[config.mk]
export PLATFORM = sky130hd
export DESIGN_NAME = instr_fetch_flat
export DESIGN_NICKNAME = d
export VERILOG_FILES = /design/src/rtl/instr_fetch_if.sv /design/src/rtl/instr_fetch.sv /design/src/flat_wrapper.sv
export SDC_FILE = /design/constraint.sdc
export NUM_CORES = 1
export LEC_CHECK = 0
export CORE_MARGIN = 2
export CORE_UTILIZATION = 47
export CTS_BUF_LIST = sky130_fd_sc_hd__clkbuf_16
export DETAILED_ROUTE_END_ITERATION = 8
export PLACE_DENSITY = 0.77
export SLEW_MARGIN = 20
export SYNTH_ARGS = -nofsm -noshare
export SYNTH_HDL_FRONTEND = slang
export SYNTH_SLANG_ARGS = --single-unit
[constraint.sdc]
create_clock -name clk -period 1.9 [get_ports clk]
set_input_delay 0.57 -clock clk [delete_from_list [all_inputs] [get_ports clk]]
set_output_delay 0.57 -clock clk [all_outputs]
set_load 0.02 [all_outputs]
[src/rtl/instr_fetch_if.sv]
// Instruction-memory read bus: single-outstanding request/ack handshake.
interface instr_fetch_if;
   logic        imem_req;
   logic [31:0] imem_addr;
   logic        imem_ack;
   logic [31:0] imem_rdata;

   modport master (
      output imem_req,
      output imem_addr,
      input  imem_ack,
      input  imem_rdata
   );

   modport slave (
      input  imem_req,
      input  imem_addr,
      output imem_ack,
      output imem_rdata
   );
endinterface

[src/rtl/instr_fetch.sv]
// Instruction fetch unit: one outstanding memory read, one-word skid buffer
// for consumer back-pressure, and redirect/flush handling.
module instr_fetch #(
   parameter logic [31:0] RESET_PC = 32'h0000_0000
) (
   input  logic                 clk,
   input  logic                 rst,
   instr_fetch_if.master        imem,
   input  logic                 stall,
   input  logic                 redirect_valid,
   input  logic [31:0]          redirect_pc,
   output logic [31:0]          instruction,
   output logic [31:0]          instr_pc,
   output logic                 instr_valid
);

   typedef enum logic [1:0] {
      IDLE = 2'd0,
      REQ  = 2'd1,
      SKID = 2'd2,
      DROP = 2'd3
   } state_t;

   localparam logic [31:0] RESET_PC_ALIGNED = RESET_PC & ~32'd3;

   state_t      state_reg, state_next;
   logic [31:0] pc_reg, pc_next;
   logic [31:0] pending_pc_reg, pending_pc_next;
   logic [31:0] skid_instr_reg, skid_instr_next;
   logic [31:0] skid_pc_reg, skid_pc_next;
   logic [31:0] instr_reg, instr_next;
   logic [31:0] instr_pc_reg, instr_pc_next;
   logic        instr_valid_reg, instr_valid_next;
   logic [31:0] redirect_aligned;

   assign redirect_aligned = redirect_pc & ~32'd3;

   // In DROP pc_reg still holds the abandoned address, keeping imem_addr stable.
   assign imem.imem_req  = (state_reg == REQ) || (state_reg == DROP);
   assign imem.imem_addr = pc_reg;

   assign instruction = instr_reg;
   assign instr_pc    = instr_pc_reg;
   assign instr_valid = instr_valid_reg;

   always_ff @(posedge clk) begin
      if (rst) begin
         state_reg       <= IDLE;
         pc_reg          <= RESET_PC_ALIGNED;
         pending_pc_reg  <= 32'h0;
         skid_instr_reg  <= 32'h0;
         skid_pc_reg     <= 32'h0;
         instr_reg       <= 32'h0;
         instr_pc_reg    <= RESET_PC_ALIGNED;
         instr_valid_reg <= 1'b0;
      end else begin
         state_reg       <= state_next;
         pc_reg          <= pc_next;
         pending_pc_reg  <= pending_pc_next;
         skid_instr_reg  <= skid_instr_next;
         skid_pc_reg     <= skid_pc_next;
         instr_reg       <= instr_next;
         instr_pc_reg    <= instr_pc_next;
         instr_valid_reg <= instr_valid_next;
      end
   end

   always_comb begin
      state_next       = state_reg;
      pc_next          = pc_reg;
      pending_pc_next  = pending_pc_reg;
      skid_instr_next  = skid_instr_reg;
      skid_pc_next     = skid_pc_reg;
      instr_next       = instr_reg;
      instr_pc_next    = instr_pc_reg;
      // A word presented without stall is consumed; the output empties unless refilled.
      instr_valid_next = instr_valid_reg && stall;

      if (redirect_valid) begin
         instr_valid_next = 1'b0;
         instr_next       = 32'h0;
         skid_instr_next  = 32'h0;
         skid_pc_next     = 32'h0;
         case (state_reg)
            REQ, DROP: begin
               if (imem.imem_ack) begin
                  state_next      = IDLE;
                  pc_next         = redirect_aligned;
                  pending_pc_next = 32'h0;
               end else begin
                  state_next      = DROP;
                  pending_pc_next = redirect_aligned;
               end
            end
            default: begin
               state_next = IDLE;
               pc_next    = redirect_aligned;
            end
         endcase
      end else begin
         case (state_reg)
            IDLE: state_next = REQ;
            REQ: begin
               if (imem.imem_ack) begin
                  pc_next = pc_reg + 32'd4;
                  if (!instr_valid_reg || !stall) begin
                     instr_next       = imem.imem_rdata;
                     instr_pc_next    = pc_reg;
                     instr_valid_next = 1'b1;
                  end else begin
                     skid_instr_next = imem.imem_rdata;
                     skid_pc_next    = pc_reg;
                     state_next      = SKID;
                  end
               end
            end
            SKID: begin
               if (!stall) begin
                  instr_next       = skid_instr_reg;
                  instr_pc_next    = skid_pc_reg;
                  instr_valid_next = 1'b1;
                  state_next       = REQ;
               end
            end
            DROP: begin
               if (imem.imem_ack) begin
                  state_next      = IDLE;
                  pc_next         = pending_pc_reg;
                  pending_pc_next = 32'h0;
               end
            end
            default: state_next = IDLE;
         endcase
      end
   end

endmodule

[src/flat_wrapper.sv]
// flat-port wrapper written by rule: the top's interface ports become plain ports
module instr_fetch_flat 
#(
   parameter logic [31:0] RESET_PC = 32'h0000_0000
)
  (clk, rst, stall, redirect_valid, redirect_pc, instruction, instr_pc, instr_valid, imem_imem_req, imem_imem_addr, imem_imem_ack, imem_imem_rdata);
  instr_fetch_if imem_i ();
  input  logic clk;
  input  logic rst;
  input  logic stall;
  input  logic redirect_valid;
  input  logic [31:0] redirect_pc;
  output logic [31:0] instruction;
  output logic [31:0] instr_pc;
  output logic instr_valid;
  output wire logic [$bits(imem_i.imem_req)-1:0] imem_imem_req;
  output wire logic [$bits(imem_i.imem_addr)-1:0] imem_imem_addr;
  input wire logic [$bits(imem_i.imem_ack)-1:0] imem_imem_ack;
  input wire logic [$bits(imem_i.imem_rdata)-1:0] imem_imem_rdata;
  assign imem_imem_req = imem_i.imem_req;
  assign imem_imem_addr = imem_i.imem_addr;
  assign imem_i.imem_ack = imem_imem_ack;
  assign imem_i.imem_rdata = imem_imem_rdata;
  instr_fetch #(.RESET_PC(RESET_PC)) u_core (.clk(clk), .rst(rst), .imem(imem_i), .stall(stall), .redirect_valid(redirect_valid), .redirect_pc(redirect_pc), .instruction(instruction), .instr_pc(instr_pc), .instr_valid(instr_valid));
endmodule
==> reports/metrics.cfg, run 1 <==
[run_status]
status = complete, no violations

[timing]
final-hold-violation-count = 0
maxSlewViolCount = 0
rsz0062_at_grt = true
fmaxAchievable_ghz = 0.530
relSlewSlack_pct = 62.5
worst_slack_ps = 14.6
setup_violations = 0
period_share_pct = 99.2
period_needed_ps = 1890
tightest_slew_ps = 563
setup_tns_ps = 0
finClkSkew_ps = 8.09
hold-worst-slack_ps = 455

[pwr]
max-vdd-ir-drop_mv = 0.671
comb_power_share_pct = 21.4
pwr_density_cell_mw_per_mm2 = 861
sw_frac_of_total_pct = 30.5
power.total_mw = 9.94
net-switching-power_mw = 3.03
pwr-share-seq_pct = 43.2
p_leak_nw = 4.39
p_clk_share_pct = 35.3
power.internal_mw = 6.91

[detailed_routing]
drt_wl_total_um = 24600
vias = 8276
routed.top_layer = met4
final_antenna_net_count = 0
m1WireLength_um = 10800
drt_iter0_markers = 637
wl_per_cell_um = 16.7
wl_met2_um = 11600
met3_length_um = 1570
drc_errors = 0
via_per_inst = 5.63
firstDrtPassIters = 5

[final_layout]
area_growth_pct = 35.9
fillers = 1462
multiInputGateArea_mm2 = 0.00438
fin_nets = 1299
register_area_mm2 = 0.00377
final_cells = 1469
drive_above_1_share_pct = 15.3

[logic_synthesis]
async_reset_ff_share_pct = 0
ys_types = 68
synth-compound-area-share_pct = 21.4
synth_area_leaders = dfxtp_1 44%, mux2i_1 8.1%, nand2_1 8.1%, a211oi_1 5.9%, nor2_1 5.7%
ys_warn_count = 0
synth.avg_cell_area_um2 = 8.21
synth_mux_area_share_pct = 8.26
synth_top_flop_cell = dfxtp_1
synth_area_mm2 = 0.00850
yosys.area_share.simple_pct = 19.0
ys_ff_latch = 187
syn_inst = 1035
synth.top_cell.area_share_pct = 44.0
synth.largest_area_cell = dfxtp_1
ys_seq_area_share_pct = 44.0
synth_xor_area_share_pct = 0.515
synth_top_family_by_area = compound AO/OA/AOI/OAI gates
synth_edf_count = 0
synth_adder_area_share_pct = 0.589

[place]
place_congestion = 0.889
io_buffers = 160
placedCellCount = 1431
place_hpwl_um = 17000
dp_slack_ps = -578

[global_routing]
grt_max_degree = 69
grt_overflow_total = 0
grt_use_total_pct = 25.1
grt_antenna_before_repair = 1
grt_pass1_wl_um = 39600
grt_pass1_vias = 7805

[die]
core_mm2 = 0.0178
die_w_um = 138
die_h_um = 138
die-area_mm2 = 0.0192
start_util_pct = 47.6
core.rowCount = 49
pin_count = 167

[cts]
clk_pin_slew_ps = 70
root_buffer = clkbuf_16
clk_latency_ps = 430
cts_buffers = 17
cts_tree = built
clock_tree.buffer_depth = 2
clock_sink_count = 187
cts_hold_buf = 0
htreeDepth = 4

[worst_setup_path]
worstPathMaxFanout = 3
worstSetupEndpointType = output port
crit_required_ps = 1330
crit_arrival_ps = 1320
crit_slowest_cell = dfxtp_4
cp_cell_sequence = inv_2 > ha_4 > nor2_4 > inv_4 > buf_6
startpoint_type = flop
max_stage_delay_ps = 370
crit_type = reg -> out

[job]
drv_cap = 0

[min_path]
hp-class = reg -> reg

-- cell usage in the layout, fill, tap and decap left out, types with 29 or more instances in the layout --
cell	count
dfxtp_1	177
a22oi_1	33
o21ai_0	29
mux2i_1	69
buf_4	88
a21oi_1	96
clkdlybuf4s50_1	62
a211oi_1	65
dlygate4sd2_1	86
nor2_1	127
nand2_1	182
-- synthesized netlist by cell type, types with 4 or more instances --
master	count
and3_1	11
o211ai_1	6
ha_1	4
a22oi_1	33
nand4_1	6
a211oi_1	67
mux2i_1	69
buf_1	8
nor2_1	129
nand3_1	18
dfxtp_1	187
buf_2	21
inv_1	12
nand2_1	183
nor3_1	7
a31oi_1	6
buf_6	4
nor4_1	4
buf_4	5
o22ai_1	5
o21ai_0	30
clkbuf_1	55
a21oi_1	96
-- power groups by stage --
stage          registers [mW]  logic, mW  clock network, mW
2_1_floorplan            4.57      0.966                  0
3_3_place_gp             4.38       2.13                  0
3_5_place_dp             4.39       2.17                  0
4_1_cts                  4.29       2.09               3.55
5_1_grt                  4.32       2.30               3.72
6_report                 4.30       2.13               3.51
-- logic make-up (layout without fill, tap and decap cells) --
family | count (synthesis) | in the layout
buffers and inverters | 110 | 311
XOR/XNOR | 5 | 5
AND/OR/NAND/NOR | 379 | 379
flip-flops | 187 | 187
other | 1 | 5
AO/OA/AOI/OAI | 279 | 279
multiplexers | 70 | 70
adder cells (fa/ha/maj) | 4 | 4
-- layer usage --
metal  vias to the layer above  track usage, %
li1                       4031               -
met5                         -               0
met1                      3929            33.7
met3                        40            4.26
met2                       276            40.2
met4                         0            10.2
-- worst paths after layout --
path	start	endpoint	slack, ps	cells after the start
max	u_core.state_reg[1]$_SDFFE_PP0P_	imem_imem_req	10	5
min reg2reg	u_core.skid_instr_reg[5]$_SDFFE_PP0P_	u_core.skid_instr_reg[5]$_SDFFE_PP0P_	450	2
max reg2reg	u_core.imem.imem_addr[2]$_SDFFE_PP0P_	u_core.imem.imem_addr[28]$_SDFFE_PP0P_	50	6
min	u_core.skid_instr_reg[5]$_SDFFE_PP0P_	u_core.skid_instr_reg[5]$_SDFFE_PP0P_	450	2
-- cell type report --
cell class,instances,area share [%]
multi-input combinational,741,37.9
antenna,1,0.0217
clock inverter,15,1.32
inverter,13,0.444
timing repair buffer,266,21.5
tap,229,2.48
sequential,187,32.7
clock buffer,17,3.68
-- metrics by stage --
step / util (%) / area, µm²
after detailed placement: 61.3 / 10900
after global placement: 61.3 / 10900
final: 64.7 / 11500
after floorplan: - / 8550
after global routing: 64.7 / 11500
after CTS: 64.2 / 11400
-- worst max-delay path, delay by kind of cell (launching register included) --
kind	cells	cell delay, ps
buf+inv	3	240
simple gates	1	110
flops	1	370
fa+ha+maj	1	160
-- what timing repair did --
action	CTS	global route
pin swaps	0	5
gates cloned	1	1
buffers inserted	0	3
hold endpoints to repair	0	0
setup endpoints to repair	151	72
gates resized for setup	113	35
(Power assumes the default switching activity.)
==> inputs of run 2 (changes only) <==
--- a/config.mk
+++ b/config.mk
@@ -6,10 +6,10 @@
 export NUM_CORES = 1
 export LEC_CHECK = 0
 export CORE_MARGIN = 2
-export CORE_UTILIZATION = 47
-export CTS_BUF_LIST = sky130_fd_sc_hd__clkbuf_16
+export CORE_UTILIZATION = 49
+export CTS_BUF_LIST = sky130_fd_sc_hd__clkbuf_8
 export DETAILED_ROUTE_END_ITERATION = 8
-export PLACE_DENSITY = 0.77
+export PLACE_DENSITY = 0.79
 export SLEW_MARGIN = 20
 export SYNTH_ARGS = -nofsm -noshare
 export SYNTH_HDL_FRONTEND = slang
==> reports/metrics.cfg, run 2 (synthesis gave the netlist of run 1 again) <==
[min_path]
min_from = u_core.skid_instr_reg[13]$_SDFFE_PP0P_  ; was u_core.skid_instr_reg[5]$_SDFFE_PP0P_
hp-class = reg -> reg  ; unchanged

[cts]
cts_tree = built  ; unchanged
cts_buffers = 17  ; unchanged
htreeDepth = 4  ; unchanged
cts_hold_buf = 0  ; unchanged
clk_latency_ps = 480  ; was 430 ps
root_buffer = clkbuf_8  ; was clkbuf_16
clock_tree.buffer_depth = 2  ; unchanged
clock_sink_count = 187  ; unchanged
clk_pin_slew_ps = 110  ; was 70 ps

[final_layout]
drive_above_1_share_pct = 17.0  ; was 15.3%
final_common_cell = nand2_1  ; unchanged
fillers = 1407  ; was 1462
final_cell_mix = 182 x nand2_1, 172 x dfxtp_1, 127 x nor2_1  ; was 182 x nand2_1, 177 x dfxtp_1, 127 x nor2_1
fin_area_mm2 = 0.0115  ; about the same
area_growth_pct = 34.8  ; was 35.9%
fin_nets = 1304  ; was 1299
num_antenna_cells = 0  ; was 1
final_util_pct = 66.9  ; was 64.7%

[worst_setup_path]
crit_arrival_ps = 1380  ; was 1320 ps
startpoint = u_core.state_reg[1]$_SDFFE_PP0P_  ; unchanged
worstSetupEndpointType = output port  ; unchanged
startpoint_type = flop  ; unchanged
crit_required_ps = 1330  ; about the same
crit_type = reg -> out  ; unchanged
worstReg2RegStart = u_core.state_reg[1]$_SDFFE_PP0P_  ; was u_core.imem.imem_addr[2]$_SDFFE_PP0P_
r2r_setup_slack_ps = 40  ; was 50 ps
worstPathMaxFanout = 3  ; unchanged

[place]
dpl-instance-area_mm2 = 0.0109  ; about the same
place_congestion = 0.959  ; was 0.889
io_buffers = 160  ; unchanged
place_hpwl_um = 16900  ; was 17000 µm

[timing]
hold-worst-slack_ps = 460  ; was 455 ps
maxSlewViolCount = 0  ; unchanged
setup_tns_ps = -48.8  ; was 0 ps
rsz0062_at_grt = true  ; unchanged
fmaxAchievable_ghz = 0.513  ; was 0.530 GHz
final-hold-violation-count = 0  ; unchanged
period_share_pct = 103  ; was 99.2%
worst_slack_ps = -48.8  ; was 14.6 ps
period_needed_ps = 1950  ; was 1890 ps
setup_violations = 1  ; was 0
finClkSkew_ps = 17.1  ; was 8.09 ps

[detailed_routing]
vias = 8347  ; was 8276
drt_wl_total_um = 24900  ; was 24600 µm
wl_per_cell_um = 17.0  ; was 16.7 µm
final_antenna_net_count = 0  ; unchanged
firstDrtPassIters = 5  ; unchanged
drt_iter0_markers = 759  ; was 637
drc_errors = 0  ; unchanged
via_per_inst = 5.68  ; was 5.63

[die]
die-area_mm2 = 0.0184  ; was 0.0192 mm²
core_mm2 = 0.0171  ; was 0.0178 mm²
start_util_pct = 49.7  ; was 47.6%
die_h_um = 136  ; was 138 µm
pin_count = 167  ; unchanged
core.rowCount = 48  ; was 49
die_w_um = 136  ; was 138 µm

[pwr]
max-vdd-ir-drop_mv = 0.513  ; was 0.671 mV
p_leak_nw = 4.31  ; was 4.39 nW
pwr_density_cell_mw_per_mm2 = 804  ; was 861 mW/mm²
power.total_mw = 9.21  ; was 9.94 mW

[global_routing]
grt_use_total_pct = 26.3  ; was 25.1%
grt_overflow_total = 0  ; unchanged
grt_antenna_before_repair = 0  ; was 1
grt_pass1_vias = 7708  ; was 7805
grt_max_degree = 47  ; was 69
grt_pass1_wl_um = 38700  ; was 39600 µm

[run_status]
violations = setup timing
status = complete, but fails checks  ; was complete, no violations

[job]
drv_cap = 0  ; unchanged

## run 2: repair_timing
item	in CTS	in global routing
setup endpoints to repair	134	93
hold endpoints to repair	0	0
buffers inserted	0	5
gates cloned	2	2
pin swaps	1	5
gates resized for setup	137	45
## run 2: critical path, stage by stage (launching register included)
cell and delay (ps):
dfxtp_4 400, inv_4 40, ha_4 160, nor2_4 120, inv_2 60, buf_6 130
## run 2: area by class of cell
| class | instances | area [µm²] | share of cell area (%) |
|---|---|---|---|
| Tap cell | 225 | 282 | 2.46 |
| Multi-Input combinational cell | 741 | 4410 | 38.5 |
| Clock buffer | 17 | 234 | 2.04 |
| Sequential cell | 187 | 3770 | 32.9 |
| Timing Repair Buffer | 271 | 2540 | 22.2 |
| Clock inverter | 15 | 169 | 1.47 |
| Inverter | 13 | 51.3 | 0.448 |
## run 2: where the power goes
group          switching, mW  internal (mW)  total, mW  leakage, nW
Combinational           1.24          0.981       2.22         2.58
Clock                   1.68           1.01       2.69        0.206
Sequential             0.170           4.13       4.30         1.52
Total                   3.09           6.12       9.21         4.31
## run 2: metal layers
layer | wire, µm | global-route usage (%) | vias up
met5 | 0 | 0 | -
met3 | 1800 | 5.72 | 53
met1 | 10900 | 35.9 | 3938
met4 | 585 | 9.95 | 0
met2 | 11700 | 40.9 | 323
li1 | - | - | 4033
## run 2: worst paths after layout
check | end | cells past startpoint
setup / recovery | imem_imem_req | 5
hold reg to reg | u_core.skid_instr_reg[13]$_SDFFE_PP0P_ | 2
hold / removal | u_core.skid_instr_reg[13]$_SDFFE_PP0P_ | 2
setup reg to reg | u_core.imem.imem_addr[18]$_SDFFE_PP0P_ | 8
## run 2: stage by stage
stage	instances	worst slack, ps
6_report	1469	-48.8
5_1_grt	1469	-96.9
4_1_cts	1462	-74.7
3_5_place_dp	1428	-617
3_3_place_gp	1428	-492
2_1_floorplan	1038	-56.4
==> inputs of run 3 (changes only) <==
--- a/config.mk
+++ b/config.mk
@@ -5,6 +5,7 @@
 export SDC_FILE = /design/constraint.sdc
 export NUM_CORES = 1
 export LEC_CHECK = 0
+export ABC_AREA = 0
 export CORE_MARGIN = 2
 export CORE_UTILIZATION = 49
 export CTS_BUF_LIST = sky130_fd_sc_hd__clkbuf_8
==> results of run 3 <==
Final layout, timing and power as in run 2 (identical DEF).
